$ cat src/rtl/parking_pkg.sv
// rtl/parking_pkg.sv - shared state encoding, event record and default timing constants for the parking gate
package parking_pkg;

   typedef enum logic [2:0] {
      ST_IDLE,
      ST_CHECK,
      ST_OPEN,
      ST_CLOSE,
      ST_HOLD
   } gate_state_t;

   typedef struct packed {
      logic valid;
      logic is_uni;
   } gate_event_t;

   localparam int DEF_OPEN_TIMEOUT = 16;
   localparam int DEF_HOLDOFF      = 2;
   localparam int CNT_W            = 16;
   localparam int TOTAL_W          = 16;

endpackage

$ cat src/rtl/parking_gate_lane.sv
// rtl/parking_gate_lane.sv - one barrier lane: vacancy check, open window with timeout, close and holdoff
module parking_gate_lane
   import parking_pkg::*;
#(
   parameter int OPEN_TIMEOUT = DEF_OPEN_TIMEOUT,
   parameter int HOLDOFF      = DEF_HOLDOFF,
   parameter bit CHECK_SPACE  = 1'b1
) (
   input  logic        clk,
   input  logic        rst,
   input  logic        sensor,
   input  logic        sensor_is_uni,
   input  logic        pass,
   input  logic        uni_space,
   input  logic        gen_space,
   output logic        barrier_up,
   output logic        reject,
   output gate_event_t evt
);

   localparam logic [CNT_W-1:0] OPEN_LAST = CNT_W'(OPEN_TIMEOUT - 1);
   localparam logic [CNT_W-1:0] HOLD_LAST = CNT_W'((HOLDOFF > 0) ? HOLDOFF - 1 : 0);

   gate_state_t       state_q, state_d;
   logic              cls_q, cls_d;
   logic [CNT_W-1:0]  cnt_q, cnt_d;

   always_ff @(posedge clk or posedge rst) begin
      if (rst) begin
         state_q <= ST_IDLE;
         cls_q   <= 1'b0;
         cnt_q   <= '0;
      end else begin
         state_q <= state_d;
         cls_q   <= cls_d;
         cnt_q   <= cnt_d;
      end
   end

   always_comb begin
      state_d    = state_q;
      cls_d      = cls_q;
      cnt_d      = cnt_q;
      barrier_up = 1'b0;
      reject     = 1'b0;
      evt        = '0;
      case (state_q)
         ST_IDLE: begin
            if (sensor) begin
               state_d = ST_CHECK;
               cls_d   = sensor_is_uni;
            end
         end
         ST_CHECK: begin
            cnt_d = '0;
            // the exit lane never refuses a car
            if (!CHECK_SPACE || (cls_q ? uni_space : gen_space)) begin
               state_d = ST_OPEN;
            end else begin
               reject  = 1'b1;
               state_d = ST_HOLD;
            end
         end
         ST_OPEN: begin
            barrier_up = 1'b1;
            if (pass) begin
               evt.valid  = 1'b1;
               evt.is_uni = cls_q;
               state_d    = ST_CLOSE;
            end else if (cnt_q == OPEN_LAST) begin
               state_d = ST_CLOSE;
            end else begin
               cnt_d = cnt_q + 1'b1;
            end
         end
         ST_CLOSE: begin
            cnt_d   = '0;
            state_d = ST_HOLD;
         end
         ST_HOLD: begin
            if (cnt_q >= HOLD_LAST) begin
               state_d = ST_IDLE;
            end else begin
               cnt_d = cnt_q + 1'b1;
            end
         end
         default: begin
            state_d = ST_IDLE;
         end
      endcase
   end

endmodule

$ cat src/rtl/parking_gate.sv
// rtl/parking_gate.sv - entry/exit lanes, event arbiter with one-deep exit deferral, and wrapping totals
module parking_gate
   import parking_pkg::*;
#(
   parameter int OPEN_TIMEOUT = DEF_OPEN_TIMEOUT,
   parameter int HOLDOFF      = DEF_HOLDOFF
) (
   input  logic               clk,
   input  logic               rst,
   input  logic               arrive,
   input  logic               arrive_is_uni,
   input  logic               entry_pass,
   input  logic               depart,
   input  logic               depart_is_uni,
   input  logic               exit_pass,
   input  logic               uni_is_vacated_space,
   input  logic               is_vacated_space,
   output logic               car_entered,
   output logic               is_uni_car_entered,
   output logic               car_exited,
   output logic               is_uni_car_exited,
   output logic               entry_barrier_up,
   output logic               exit_barrier_up,
   output logic               entry_reject,
   output logic [TOTAL_W-1:0] entered_total,
   output logic [TOTAL_W-1:0] exited_total
);

   gate_event_t ent_req, ext_req;
   logic        exit_reject_unused;

   parking_gate_lane #(
      .OPEN_TIMEOUT (OPEN_TIMEOUT),
      .HOLDOFF      (HOLDOFF),
      .CHECK_SPACE  (1'b1)
   ) u_entry (
      .clk           (clk),
      .rst           (rst),
      .sensor        (arrive),
      .sensor_is_uni (arrive_is_uni),
      .pass          (entry_pass),
      .uni_space     (uni_is_vacated_space),
      .gen_space     (is_vacated_space),
      .barrier_up    (entry_barrier_up),
      .reject        (entry_reject),
      .evt           (ent_req)
   );

   parking_gate_lane #(
      .OPEN_TIMEOUT (OPEN_TIMEOUT),
      .HOLDOFF      (HOLDOFF),
      .CHECK_SPACE  (1'b0)
   ) u_exit (
      .clk           (clk),
      .rst           (rst),
      .sensor        (depart),
      .sensor_is_uni (depart_is_uni),
      .pass          (exit_pass),
      .uni_space     (1'b1),
      .gen_space     (1'b1),
      .barrier_up    (exit_barrier_up),
      .reject        (exit_reject_unused),
      .evt           (ext_req)
   );

   gate_event_t        ent_evt_q, ent_evt_d;
   gate_event_t        ext_evt_q, ext_evt_d;
   gate_event_t        pend_q, pend_d;
   logic [TOTAL_W-1:0] entered_total_q, entered_total_d;
   logic [TOTAL_W-1:0] exited_total_q, exited_total_d;

   always_ff @(posedge clk or posedge rst) begin
      if (rst) begin
         ent_evt_q       <= '0;
         ext_evt_q       <= '0;
         pend_q          <= '0;
         entered_total_q <= '0;
         exited_total_q  <= '0;
      end else begin
         ent_evt_q       <= ent_evt_d;
         ext_evt_q       <= ext_evt_d;
         pend_q          <= pend_d;
         entered_total_q <= entered_total_d;
         exited_total_q  <= exited_total_d;
      end
   end

   // entry wins a collision; the exit is parked for one cycle in pend_q
   always_comb begin
      ent_evt_d = '0;
      ext_evt_d = '0;
      pend_d    = pend_q;
      if (ent_req.valid) begin
         ent_evt_d = ent_req;
         if (!pend_q.valid) begin
            pend_d = ext_req;
         end
      end else if (pend_q.valid) begin
         ext_evt_d = pend_q;
         pend_d    = ext_req;
      end else begin
         ext_evt_d = ext_req;
         pend_d    = '0;
      end
      entered_total_d = entered_total_q + TOTAL_W'(ent_evt_d.valid);
      exited_total_d  = exited_total_q + TOTAL_W'(ext_evt_d.valid);
   end

   assign car_entered        = ent_evt_q.valid;
   assign is_uni_car_entered = ent_evt_q.valid & ent_evt_q.is_uni;
   assign car_exited         = ext_evt_q.valid;
   assign is_uni_car_exited  = ext_evt_q.valid & ext_evt_q.is_uni;
   assign entered_total      = entered_total_q;
   assign exited_total       = exited_total_q;

endmodule
$ cat config.mk
export PLATFORM = sky130hd
export DESIGN_NAME = parking_gate
export DESIGN_NICKNAME = d
export VERILOG_FILES = /design/src/rtl/parking_pkg.sv /design/src/rtl/parking_gate_lane.sv /design/src/rtl/parking_gate.sv
export SDC_FILE = /design/constraint.sdc
export NUM_CORES = 1
export LEC_CHECK = 0
export ABC_CLOCK_PERIOD_IN_PS = 5900
export BUFFER_PORTS_ARGS = -buffer_cell sky130_fd_sc_hd__buf_2
export CORE_ASPECT_RATIO = 2
export CORE_MARGIN = 1
export CORE_UTILIZATION = 25
export DETAILED_ROUTE_END_ITERATION = 10
export GPL_TIMING_DRIVEN = 0
export PLACE_DENSITY = 0.37
export SLEW_MARGIN = 20
export SYNTH_ARGS = -nofsm -noshare
export SYNTH_HDL_FRONTEND = slang
export SYNTH_SLANG_ARGS = --single-unit
$ cat constraint.sdc
create_clock -name clk -period 5.9 [get_ports clk]
set_input_delay 0.885 -clock clk [delete_from_list [all_inputs] [get_ports clk]]
set_output_delay 0.885 -clock clk [all_outputs]
set_load 0.005 [all_outputs]
**Yosys cells after proc, flatten, opt, wreduce, memory -nomap -nowiden**

Cells that the tools add are included.

- Input bits: 10
- Memories kept: 0
- Logic and storage cells: 89
- Output and inout bits: 39
- Register bits: 78
- Bits in writable memories: 0
- Memory bits (read-only): 0
- Bits in latches: 0

- Reductions and logical operators: 12
- $mul: 0
- $lt $le $gt $ge: 2
- Divide/modulo/power cells: 0
- Multiplexer cells: 33
- Shift-type cells: 0
- Eq/ne operators: 22
- Add/sub/neg operators: 4
- Bitwise gates (word level): 2

Operators with widths:

| cell | number |
|---|---|
| 2-to-1 mux 16 bit | 6 |
| one-hot mux 16 bit (3 select lines) | 2 |
| adder 16 x 1 -> 16 bit | 2 |
| adder 16 x 1 -> 16 bit, second input constant | 2 |
| == test 16 x 4 -> 1 bit, second input constant | 2 |
| greater-or-equal comparator 16 x 1 -> 1 bit, second input constant | 2 |
| one-hot mux 3 bit (5 select lines) | 2 |
| 2-to-1 mux 3 bit | 9 |
| 2-to-1 mux 2 bit | 9 |
| inequality test 2 bit, second input constant | 8 |
| == test 3 x 2 -> 1 bit, second input constant | 4 |
| AND reduction 4 bit | 2 |
| == test 3 x 1 -> 1 bit, second input constant | 2 |
| == test 3 bit, second input constant | 2 |
| logical NOT 3 bit | 2 |
| inequality test 3 x 2 -> 1 bit, second input constant | 2 |
| AND reduction 3 bit | 2 |
| nonzero test 3 bit | 2 |
| 2-to-1 mux 1 bit | 5 |
| inequality test 2 x 1 -> 1 bit, second input constant | 2 |
| AND reduction 2 bit | 2 |
| OR reduction 2 bit | 2 |
| bitwise AND 1 bit | 2 |

**Logic depth before layout (Yosys ltp)**

Gate-level depths: netlist of the first run.

- Depth in word-level cells: 5
- Gate-level depth with buffers: 10
- Depth with buffers taken out: 9

**Hierarchy**

Synthesis of the first run repeated with hierarchy kept, for this count alone.

- Cells, all modules: 391
- Area, all modules: 4032.6 µm²

By module, submodules not included:

| module | area an instance (µm²) | sequential area each (µm²) | cells each | instances |
|---|---|---|---|---|
| parking_gate | 1662.8 | 950.9 | 136 | 1 |
| parking_gate_lane at u_entry | 1194.9 | 500.5 | 136 | 1 |
| parking_gate_lane at u_exit | 1174.9 | 500.5 | 119 | 1 |

**Worst setup path after synthesis of the first run**

OpenSTA, ideal clock, no wires.

- Path type: input to register
- Start point: input port exit_pass
- End point: register exited_total_q[8] (netlist: exited_total[8])
- Required time: 5776 ps
- Stages on the path: 9
- Path buffers: 0
- Setup time: 124 ps
- Path slack: 3335 ps
- Arrival: 2441 ps
- Cells stage by stage: nor4bb_1 -> nor2_1 -> nor2_1 -> ha_1 -> ha_1 -> nand3_1 -> nor2_1 -> nand3_1 -> xnor2_1

RTL lines:

| what | RTL line | RTL |
|---|---|---|
| from (decl) | parking_gate.sv:15 | `input logic exit_pass,` |
| to (signal assigned) | parking_gate.sv:84 | `exited_total_q <= exited_total_d;` |
| to (decl) | parking_gate.sv:70 | `logic [TOTAL_W-1:0] exited_total_q, exited_total_d;` |

==> reports/qor_table.md, run 1 <==
| Stage | Result | Value |
| --- | --- | --- |
| run status | Status | finished clean |
| logic synthesis | Synth Net Count | 423 |
| grt | Vias in the first global route | 3248 |
| logic synthesis | Post-synthesis average cell area | 9.89 µm² |
| floorplan | Number of top-level design ports | 49 |
| critical path | Crit path capture type | flop |
| clock tree | CTS H-Tree Depth | 3 |
| logic synthesis | Share of flip-flops with an asynchronous set or reset | 100% |
| timing | RSZ-0062 raised after global routing | no |
| placed design | Number of placed instances with taps included | 653 |
| critical path | Arrival time at the worst endpoint | 3.05 ns |
| critical path | Worst Path Class, Setup | in2reg |
| logic synthesis | Proportion of netlist area held by the largest area contributor | 48.9% |
| finish | Number of diodes added for antenna fixing | 0 |
| floorplan | Area of the core | 15700 µm² |
| clock tree | Clock edge transition at the registers on the reported setup and hold paths | 0.07 ns |
| placed design | Final GP Congestion | 0.749 |
| clock tree | Clock root cell | clkbuf_16 |
| logic synthesis | Adder-cell area share of the yosys netlist | 3.39% |
| floorplan | Chip height | 181 µm |
| grt | Number of antenna violations at the first check in global routing | 0 |
| logic synthesis | Xor/xnor cell area share of the yosys netlist | 8.13% |
| detailed routing | Detailed Routing Iterations Pass 1 | 4 |
| timing | Number of setup violations in the final report | 0 |
| floorplan | Initial Util | 25.4% |
| logic synthesis | Netlist area before placement | 3990 µm² |
| power | Pleak | 2.23 nW |
| clock tree | Hold-fix buffers at CTS | 0 |
| clock tree | Number of clock buffers inserted by TritonCTS | 9 |
| detailed routing | Detail-routed net length per standard cell | 15.1 µm |
| timing | Final critical-path required period | 2.82 ns |
| logic synthesis | Flip-flop and latch count after synthesis | 78 |
| power | Largest voltage drop on the vdd net | 0.160 mV |
| clock tree | Setup bufs post-CTS | 0 |
| critical path | Required time worst endpoint | 6.13 ns |
| critical path | Sort of element at the start of the critical path | input pin |
| clock tree | TritonCTS clock tree | done |
| placed design | Number of buffer cells added on primary ports | 48 |
| grt | First-pass GRT wire length | 17.2 mm |
| detailed routing | Antenna Violating Nets Remaining | 0 |
| logic synthesis | Post-synth top flop | dfrtp_1 |
| logic synthesis | Count of flip-flops with a built-in enable after synthesis | 0 |
| floorplan | Total Die Area | 16500 µm² |
| clock tree | Number of gates resized after cts | 0 |
| floorplan | Row cnt | 65 |
| grt | Largest net degree at the start of global routing | 47 |
| finish | Final-stage net count | 483 |
| logic synthesis | Top post-synthesis cells by area | dfrtp_1 (49%), xor2_1 (4.4%), xnor2_1 (3.7%), ha_1 (3.1%), nand4_1 (3.1%) |
| floorplan | Die W | 91.3 µm |
| detailed routing | Post-detailed-route DRC marker count | 0 |
| logic synthesis | Compound-gate portion of the synthesized area | 8.19% |
| finish | Fin cells | 669 |
| placed design | Pre-CTS setup slack | 2.66 ns |
| clock tree | Insertion delay of the later-clocked pin in the worst-skew pair | 0.34 ns |
| logic synthesis | Yosys warning total | 0 |
| timing | Setup Total Neg Slack | 0 ns |
| timing | Number of max-slew violations in the final report | 0 |
| placed design | Final HPWL from detailed placement | 7.30 mm |
| finish | Number of fill cells | 1630 |
| finish | Area growth, synth to finish | 20.6% |
| detailed routing | Met2 wire len | 5.40 mm |
| detailed routing | Detailed-route wire length | 10.1 mm |
| timing | Hold violation total from the final report | 0 |
| grt | Total GRT Usage | 13.4% |
| timing | Smallest hold slack | 0.458 ns |
| logic synthesis | Number of standard cells after synthesis | 403 |
| detailed routing | Overall via count from detail_route | 3197 |
| detailed routing | Top routing layer in use | met4 |
| timing | Final worst-path cycle share | 47.7% |
| critical path | Worst Path Max Fanout | 5 |
| logic synthesis | Most used standard cell by instance count after synthesis | dfrtp_1 |
| finish | Ratio of cells with drive above 1 in the final layout | 17.7% |
| timing | Upper clock frequency limit | 355 MHz |
| timing | Worst rel slew slack | 45.4% |
| power | Pwr dens | 370 nW/µm² |
| logic synthesis | Library cell occupying the most area in the post-synthesis netlist | dfrtp_1 |
| grt | Grt total ovfl | 0 |
| job | Count of max-cap constraint violations | 0 |
| clock tree | Largest buffer count on any clock path | 2 |
| timing | Post-route setup slack | 3.08 ns |
| logic synthesis | Fraction of synthesized area in multiplexers | 1.57% |
| timing | Slew at the pin with the worst max-slew slack | 0.815 ns |
| logic synthesis | Synth top cells by count | dfrtp_1 (78), nand2_1 (33), nor2_1 (29), nand3_1 (23) |
| detailed routing | Metal1 wirelength | 4.20 mm |
| logic synthesis | Share of the yosys chip area belonging to registers | 48.9% |
| logic synthesis | Largest family of logic cells by synthesized area | simple AND/OR/NAND/NOR gates |
| detailed routing | Met3 Wirelength | 274 µm |
| min path | Worst hold-check path type | reg2reg |
| logic synthesis | Fraction of the mapped netlist area in simple logic gates | 26.1% |
| power | Overall power | 1.78 mW |
| detailed routing | Detailed Route Iter0 Violations | 202 |
| detailed routing | Via-to-Cell Ratio | 4.78 |
| timing | Fin Clk Skew | 0.00960 ns |
| logic synthesis | Unique masters post-synth | 42 |
| clock tree | Number of sinks driven by the clock tree | 78 |
==> flip-flops by register name (all words and copies together) (netlist names) <==
register,count
u_exit.cnt_q,16
car_exited,1
exited_total,16
ent_evt_q,1
entered_total,16
u_exit.state_q,3
car_entered,1
ext_evt_q,1
pend_q,2
u_entry.cnt_q,16
u_entry.cls_q,1
u_entry.state_q,3
u_exit.cls_q,1
==> critical path, cell delays in order <==
cell,delay (ns)
buf_2,0.09
nor4bb_1,0.68
nor2_1,0.08
nor2_1,0.17
ha_1,0.24
ha_1,0.20
nand3_1,0.19
nor2_1,0.24
nand3_1,0.13
xnor2_1,0.14
==> cell families (layout without fill, tap and decap cells) <==
kind of cell             count (synthesis)  after routing
flip-flops                              78             78
AND/OR/NAND/NOR                        185            185
XOR/XNOR                                37             37
buffers and inverters                   33             98
multiplexers                             6              6
AO/OA/AOI/OAI                           53             53
adder cells (fa/ha/maj)                 11             11
==> area by class of cell <==
type	count	area, µm²	share of cell area, %
repair buffers	49	268	5.57
clock buffers	10	229	4.76
inverters	11	43.8	0.911
clock inverters	6	71.3	1.48
well taps	201	251	5.23
plain buffers	22	104	2.16
multi-input cells	292	1890	39.3
flip-flops and latches	78	1950	40.6
==> stage by stage <==
| stage | cell area [µm²] | utilization, % |
|---|---|---|
| final | 4810 | 30.6 |
| after global routing | 4810 | 30.6 |
| after CTS | 4810 | 30.6 |
| after detailed placement | 4510 | 28.7 |
| after global placement | 4480 | 28.5 |
| after floorplan | 3990 | - |
==> layout by cell type, fill, tap and decap left out, types with 9 or more instances in the layout <==
master / netlist / layout
o21ai_0: 9 / 9
and3_1: 13 / 13
xnor2_1: 17 / 17
xor2_1: 20 / 20
nand2_1: 33 / 33
nor2_1: 29 / 29
dfrtp_1: 78 / 78
nor3_1: 10 / 10
buf_2: 11 / 59
or4_1: 11 / 11
ha_1: 10 / 10
a21oi_1: 20 / 20
nand4_1: 20 / 20
clkbuf_16: 0 / 9
nand3_1: 23 / 23
inv_1: 11 / 10
==> layer usage <==
| metal | GRT usage (%) | vias up |
|---|---|---|
| met5 | 0 | - |
| met3 | 2.53 | 12 |
| met2 | 24.0 | 48 |
| met4 | 5.65 | 0 |
| met1 | 15.3 | 1561 |
| li1 | - | 1576 |
==> final timing paths <==
check                                  start               end  slack [ns]  cells past startpoint
setup / recovery                   exit_pass   exited_total[8]        3.08                     10
hold / removal              exited_total[15]  exited_total[15]        0.46                      1
setup reg to reg           u_exit.state_q[0]   exited_total[8]        3.18                     10
hold reg to reg             exited_total[15]  exited_total[15]        0.46                      1
max in group asynchronous                rst   u_exit.cnt_q[0]        4.74                      3
min in group asynchronous                rst       car_entered        0.57                      2
==> where the power goes <==
| part | internal (mW) | switching, mW | leakage [nW] |
|---|---|---|---|
| Sequential | 0.617 | 0.0767 | 1.05 |
| Combinational | 0.175 | 0.336 | 1.04 |
| Clock | 0.331 | 0.242 | 0.139 |
| Total | 1.12 | 0.655 | 2.23 |
Power figures use the tool's default switching activity.
==> inputs of run 2 (changes only) <==
Settings changed: ABC_CLOCK_PERIOD_IN_PS 5900 to 2900.
Clock period 5.9 ns to 2.9 ns, I/O delays scaled along.
==> reports/qor_table.md, run 2 (synthesis results as in run 1) <==
| Stage | Result | Value |
| --- | --- | --- |
| floorplan | Number of top-level design ports | 49 |
| power | Pwr dens | 753 nW/µm² |
| placed design | Final HPWL from detailed placement | 7.30 mm |
| clock tree | Clock root cell | clkbuf_16 |
| critical path | Sort of element at the start of the critical path | flop |
| clock tree | CTS H-Tree Depth | 3 |
| detailed routing | Post-detailed-route DRC marker count | 0 |
| timing | Fin Clk Skew | 0.00959 ns |
| timing | Final worst-path cycle share | 87.8% |
| timing | Worst rel slew slack | 45.4% |
| detailed routing | Antenna Violating Nets Remaining | 0 |
| timing | Upper clock frequency limit | 393 MHz |
| clock tree | Largest buffer count on any clock path | 2 |
| detailed routing | Via-to-Cell Ratio | 4.78 |
| floorplan | Area of the core | 15700 µm² |
| placed design | Number of buffer cells added on primary ports | 48 |
| run status | Status | finished clean |
| grt | Number of antenna violations at the first check in global routing | 0 |
| finish | Ratio of cells with drive above 1 in the final layout | 17.9% |
| finish | Commonest cells after routing, fill and taps aside | dfrtp_1 (78), buf_2 (59), nand2_1 (33), nor2_1 (29), nand3_1 (23) |
| timing | Smallest hold slack | 0.120 ns |
| critical path | Crit path capture type | flop |
| critical path | Startpoint of the worst register-to-register path | u_exit.state_q[0] |
| finish | Number of diodes added for antenna fixing | 0 |
| floorplan | Chip height | 181 µm |
| grt | Vias in the first global route | 3248 |
| timing | Number of setup violations in the final report | 0 |
| timing | Number of max-slew violations in the final report | 0 |
| critical path | Family of cells with the greatest summed delay on the critical path | simple AND/OR/NAND/NOR gates |
| critical path | Worst Path Class, Setup | reg2reg |
| detailed routing | Detailed Routing Iterations Pass 1 | 4 |
| grt | Grt total ovfl | 0 |
| critical path | Most used cell, CP | nor2_1 |
| finish | Area growth, synth to finish | 20.8% |
| grt | Largest net degree at the start of global routing | 47 |
| critical path | Delay contributed by the slowest stage of the critical path | 0.53 ns |
| clock tree | Insertion delay of the later-clocked pin in the worst-skew pair | 0.34 ns |
| detailed routing | Detailed Route Iter0 Violations | 200 |
| clock tree | Setup bufs post-CTS | 0 |
| critical path | Reg2Reg Depth | 10 |
| grt | Total GRT Usage | 13.4% |
| floorplan | Row cnt | 65 |
| power | Pleak | 2.23 nW |
| timing | Slew at the pin with the worst max-slew slack | 0.815 ns |
| critical path | Crit path cell chain | buf_2, nor4bb_2, nor2_1, nor2_1, ha_1, ha_1, nand3_1, nor2_1, nand3_1, xnor2_1 |
| grt | First-pass GRT wire length | 17.2 mm |
| clock tree | Clock edge transition at the registers on the reported setup and hold paths | 0.07 ns |
| timing | Hold violation total from the final report | 0 |
| finish | Leading cell type in the layout, fill and taps excluded | dfrtp_1 |
| min path | Worst hold-check path type | in2async |
| detailed routing | Detail-routed net length per standard cell | 15.1 µm |
| clock tree | Number of sinks driven by the clock tree | 78 |
| floorplan | Initial Util | 25.4% |
| clock tree | TritonCTS clock tree | done |
| detailed routing | Overall via count from detail_route | 3201 |
| critical path | Arrival time at the worst endpoint | 2.78 ns |
| timing | RSZ-0062 raised after global routing | no |
| critical path | Worst Path Max Fanout | 10 |
| critical path | Required time worst endpoint | 3.13 ns |
| detailed routing | Detailed-route wire length | 10.1 mm |
| job | Count of max-cap constraint violations | 0 |
| power | Largest voltage drop on the vdd net | 0.326 mV |
| clock tree | Number of clock buffers inserted by TritonCTS | 9 |
| floorplan | Total Die Area | 16500 µm² |
| critical path | Slack of the worst reg-to-reg path | 0.35 ns |
| placed design | Final GP Congestion | 0.749 |
| critical path | Combined buffer and inverter count along the critical path | 1 |
| timing | Final critical-path required period | 2.55 ns |
| critical path | Max stage delay cell, worst path | nor4bb_2 |
| critical path | Worst reg2reg path endpoint | exited_total[8] |
| floorplan | Die W | 91.3 µm |
| finish | Final-stage net count | 483 |
| finish | Utilization after layout | 30.7% |
[run 2: how the worst max path moves through the flow]
stage                           start               end  depth (start not counted)
floorplan                         rst       car_entered                          1
global placement                  rst  u_exit.cnt_q[15]                          2
detailed placement          exit_pass   exited_total[8]                         10
CTS                 u_exit.state_q[0]   exited_total[8]                         10
global route        u_exit.state_q[0]   exited_total[8]                         10
finish              u_exit.state_q[0]   exited_total[8]                         10
[run 2: final cells by class]
class	instances	area [µm²]
Fill cell	1628	10900
Sequential cell	78	1950
Multi-Input combinational cell	292	1900
Timing Repair Buffer	49	268
Tap cell	201	251
Clock buffer	10	229
Buffer	22	104
Clock inverter	6	71.3
Inverter	11	43.8
[run 2: worst reg2reg max path, cell delays in order, from the launching register on]
cell and delay (ns):
dfrtp_1 0.36, buf_2 0.18, nor4bb_2 0.53, nor2_1 0.08, nor2_1 0.16, ha_1 0.24, ha_1 0.21, nand3_1 0.19
nor2_1 0.24, nand3_1 0.13, xnor2_1 0.14
[run 2: where the power goes]
| part | internal (mW) | switching (mW) |
|---|---|---|
| logic | 0.360 | 0.687 |
| clock network | 0.674 | 0.493 |
| registers | 1.26 | 0.156 |
| total | 2.29 | 1.34 |
[run 2: repair_timing]
action,CTS,global route
hold buffers,0,0
endpoints found under the setup margin,0,5
resized for setup,0,1
[run 2: per-layer routing]
layer | global-route usage (%) | up-vias | part of all wire [%]
met5 | 0 | - | 0
met4 | 5.65 | 0 | 2.3
met3 | 2.53 | 12 | 2.8
met2 | 24.0 | 52 | 53
met1 | 15.3 | 1562 | 42
li1 | - | 1575 | -
[run 2: through the flow]
step	total power, mW	setup TNS (ns)	setup WS [ns]	cells	instance area, µm²
floorplan	2.08	0	0.470	403	3990
global placement	2.48	-61.97	-0.801	652	4480
detailed placement	2.50	0	0.111	653	4510
CTS	3.69	0	0.112	669	4810
global route	3.86	0	0.0660	669	4820
finish	3.62	0	0.354	669	4820
==> inputs of run 3 (changes only) <==
Settings changed: ABC_CLOCK_PERIOD_IN_PS 2900 to 3000, CORE_UTILIZATION 25 to 50, PLACE_DENSITY 0.37 to 0.66.
Clock period 2.9 ns to 3 ns, I/O delays scaled along.
==> reports/qor_table.md, run 3 (synthesis results as in run 1) <==
| Stage | Result | Value |
| --- | --- | --- |
| run status | Status | finished clean |
| grt | Vias in the first global route | 3160 |
| critical path | Max stage delay cell, worst path | nor4bb_1 |
| placed design | Number of placed instances with taps included | 546 |
| finish | Number of diodes added for antenna fixing | 0 |
| floorplan | Number of top-level design ports | 49 |
| timing | Slew at the pin with the worst max-slew slack | 0.773 ns |
| timing | Setup Total Neg Slack | 0 ns |
| placed design | Number of buffer cells added on primary ports | 48 |
| clock tree | Insertion delay of the later-clocked pin in the worst-skew pair | 0.33 ns |
| clock tree | Hold-fix buffers at CTS | 0 |
| floorplan | Total Die Area | 8360 µm² |
| clock tree | CTS H-Tree Depth | 3 |
| power | Pwr dens | 760 nW/µm² |
| critical path | Delay contributed by the slowest stage of the critical path | 0.69 ns |
| placed design | Final HPWL from detailed placement | 6.47 mm |
| clock tree | Largest buffer count on any clock path | 2 |
| critical path | Arrival time at the worst endpoint | 2.93 ns |
| finish | Final-stage net count | 483 |
| detailed routing | Post-detailed-route DRC marker count | 0 |
| grt | Number of antenna violations at the first check in global routing | 0 |
| detailed routing | Antenna Violating Nets Remaining | 0 |
| clock tree | Number of sinks driven by the clock tree | 78 |
| power | Pleak | 2.25 nW |
| critical path | Reg2Reg Depth | 9 |
| timing | Number of max-slew violations in the final report | 0 |
| detailed routing | Detailed Routing Iterations Pass 1 | 5 |
| floorplan | Chip height | 128 µm |
| grt | Grt total ovfl | 0 |
| clock tree | TritonCTS clock tree | done |
| critical path | Slack of the worst reg-to-reg path | 0.32 ns |
| critical path | Combined buffer and inverter count along the critical path | 1 |
| critical path | Crit path cell chain | buf_2, nor4bb_1, nor2_1, nor2_1, ha_1, and4_1, nand3_1, nor3_1, xor2_1 |
| timing | Number of setup violations in the final report | 0 |
| detailed routing | Overall via count from detail_route | 3267 |
| power | Largest voltage drop on the vdd net | 0.543 mV |
| floorplan | Area of the core | 7660 µm² |
| finish | Fin cells | 562 |
| detailed routing | Detail-routed net length per standard cell | 16.2 µm |
| power | Overall power | 3.58 mW |
| critical path | Required time worst endpoint | 3.25 ns |
| placed design | Post-Place Cell Area | 4370 µm² |
| timing | Worst rel slew slack | 47.7% |
| timing | Post-route setup slack | 0.319 ns |
| critical path | Worst reg2reg path endpoint | exited_total[15] |
| critical path | Sort of element at the start of the critical path | flop |
| timing | Final worst-path cycle share | 89.4% |
| grt | First-pass GRT wire length | 15.0 mm |
| timing | Fin Clk Skew | 0.00665 ns |
| timing | Final critical-path required period | 2.68 ns |
| floorplan | Initial Util | 52.1% |
| clock tree | Setup bufs post-CTS | 0 |
| grt | Largest net degree at the start of global routing | 44 |
| critical path | Launching instance or port of the critical path | u_exit.state_q[2] |
| detailed routing | Detailed-route wire length | 9.08 mm |
| clock tree | Clock edge transition at the registers on the reported setup and hold paths | 0.06 ns |
| finish | Commonest cells after routing, fill and taps aside | dfrtp_1 (78), buf_2 (59), nand2_1 (33), nor2_1 (29), nand3_1 (23) |
| floorplan | Die W | 65.1 µm |
| detailed routing | Via-to-Cell Ratio | 5.81 |
| grt | Total GRT Usage | 23.5% |
| critical path | Most used cell, CP | nor2_1 |
| clock tree | Number of gates resized after cts | 0 |
| critical path | Path length in cells of the critical path | 9 |
| critical path | Startpoint of the worst register-to-register path | u_exit.state_q[2] |
| clock tree | Number of clock buffers inserted by TritonCTS | 9 |
| min path | Worst hold-check path type | in2async |
| job | Count of max-cap constraint violations | 0 |
| timing | Hold violation total from the final report | 0 |
| finish | Leading cell type in the layout, fill and taps excluded | dfrtp_1 |
| placed design | Final GP Congestion | 0.896 |
| critical path | Worst Path Class, Setup | reg2reg |
| finish | Area growth, synth to finish | 18.0% |
| critical path | Crit path capture type | flop |
| floorplan | Row cnt | 45 |
| critical path | Worst Path Max Fanout | 9 |
| timing | RSZ-0062 raised after global routing | no |
| finish | Ratio of cells with drive above 1 in the final layout | 17.7% |
| finish | Post-route standard cell area excluding fillers | 4710 µm² |
| detailed routing | Detailed Route Iter0 Violations | 239 |
| clock tree | Clock root cell | clkbuf_16 |
| critical path | Family of cells with the greatest summed delay on the critical path | simple AND/OR/NAND/NOR gates |
| placed design | Pre-CTS setup slack | 0.281 ns |
| timing | Upper clock frequency limit | 373 MHz |
| critical path | Destination of the critical timing path | exited_total[15] |
[run 3: through the flow]
stage / hold slack [ns] / util [%]
2_1_floorplan: 0.465 / -
3_3_place_gp: 0.451 / 56.7
3_5_place_dp: 0.460 / 57.0
4_1_cts: 0.144 / 61.5
5_1_grt: 0.178 / 61.5
6_report: 0.144 / 61.5
[run 3: area by class of cell]
type	instances	area, µm²
Clock buffer	10	229
Inverter	11	43.8
Sequential cell	78	1950
Multi-Input combinational cell	292	1890
Buffer	22	104
Fill cell	666	2950
Tap cell	94	118
Clock inverter	6	110
Timing Repair Buffer	49	260
[run 3: how the worst min path moves through the flow]
| stage | slack [ns] | endpoint | startpoint | cells after the start |
|---|---|---|---|---|
| floorplan | 0.46 | entered_total[15] | entered_total[15] | 1 |
| global placement | 0.45 | exited_total[15] | exited_total[15] | 1 |
| detailed placement | 0.46 | entered_total[15] | entered_total[15] | 1 |
| CTS | 0.14 | entered_total[3] | rst | 2 |
| global route | 0.18 | pend_q[1] | rst | 2 |
| finish | 0.14 | exited_total[15] | rst | 2 |
[run 3: routing by layer]
layer / GRT usage [%] / share of wire (%) / vias to the layer above
met5: 0 / 0 / -
li1: - / - / 1584
met2: 42.6 / 55 / 82
met4: 13.4 / 3.9 / 0
met1: 24.9 / 39 / 1574
met3: 3.56 / 3.0 / 27
[run 3: power breakdown]
| part | total, mW | internal, mW | switching (mW) | leakage [nW] |
|---|---|---|---|---|
| registers | 1.36 | 1.21 | 0.144 | 1.05 |
| clock network | 1.22 | 0.811 | 0.413 | 0.159 |
| logic | 0.994 | 0.346 | 0.648 | 1.04 |
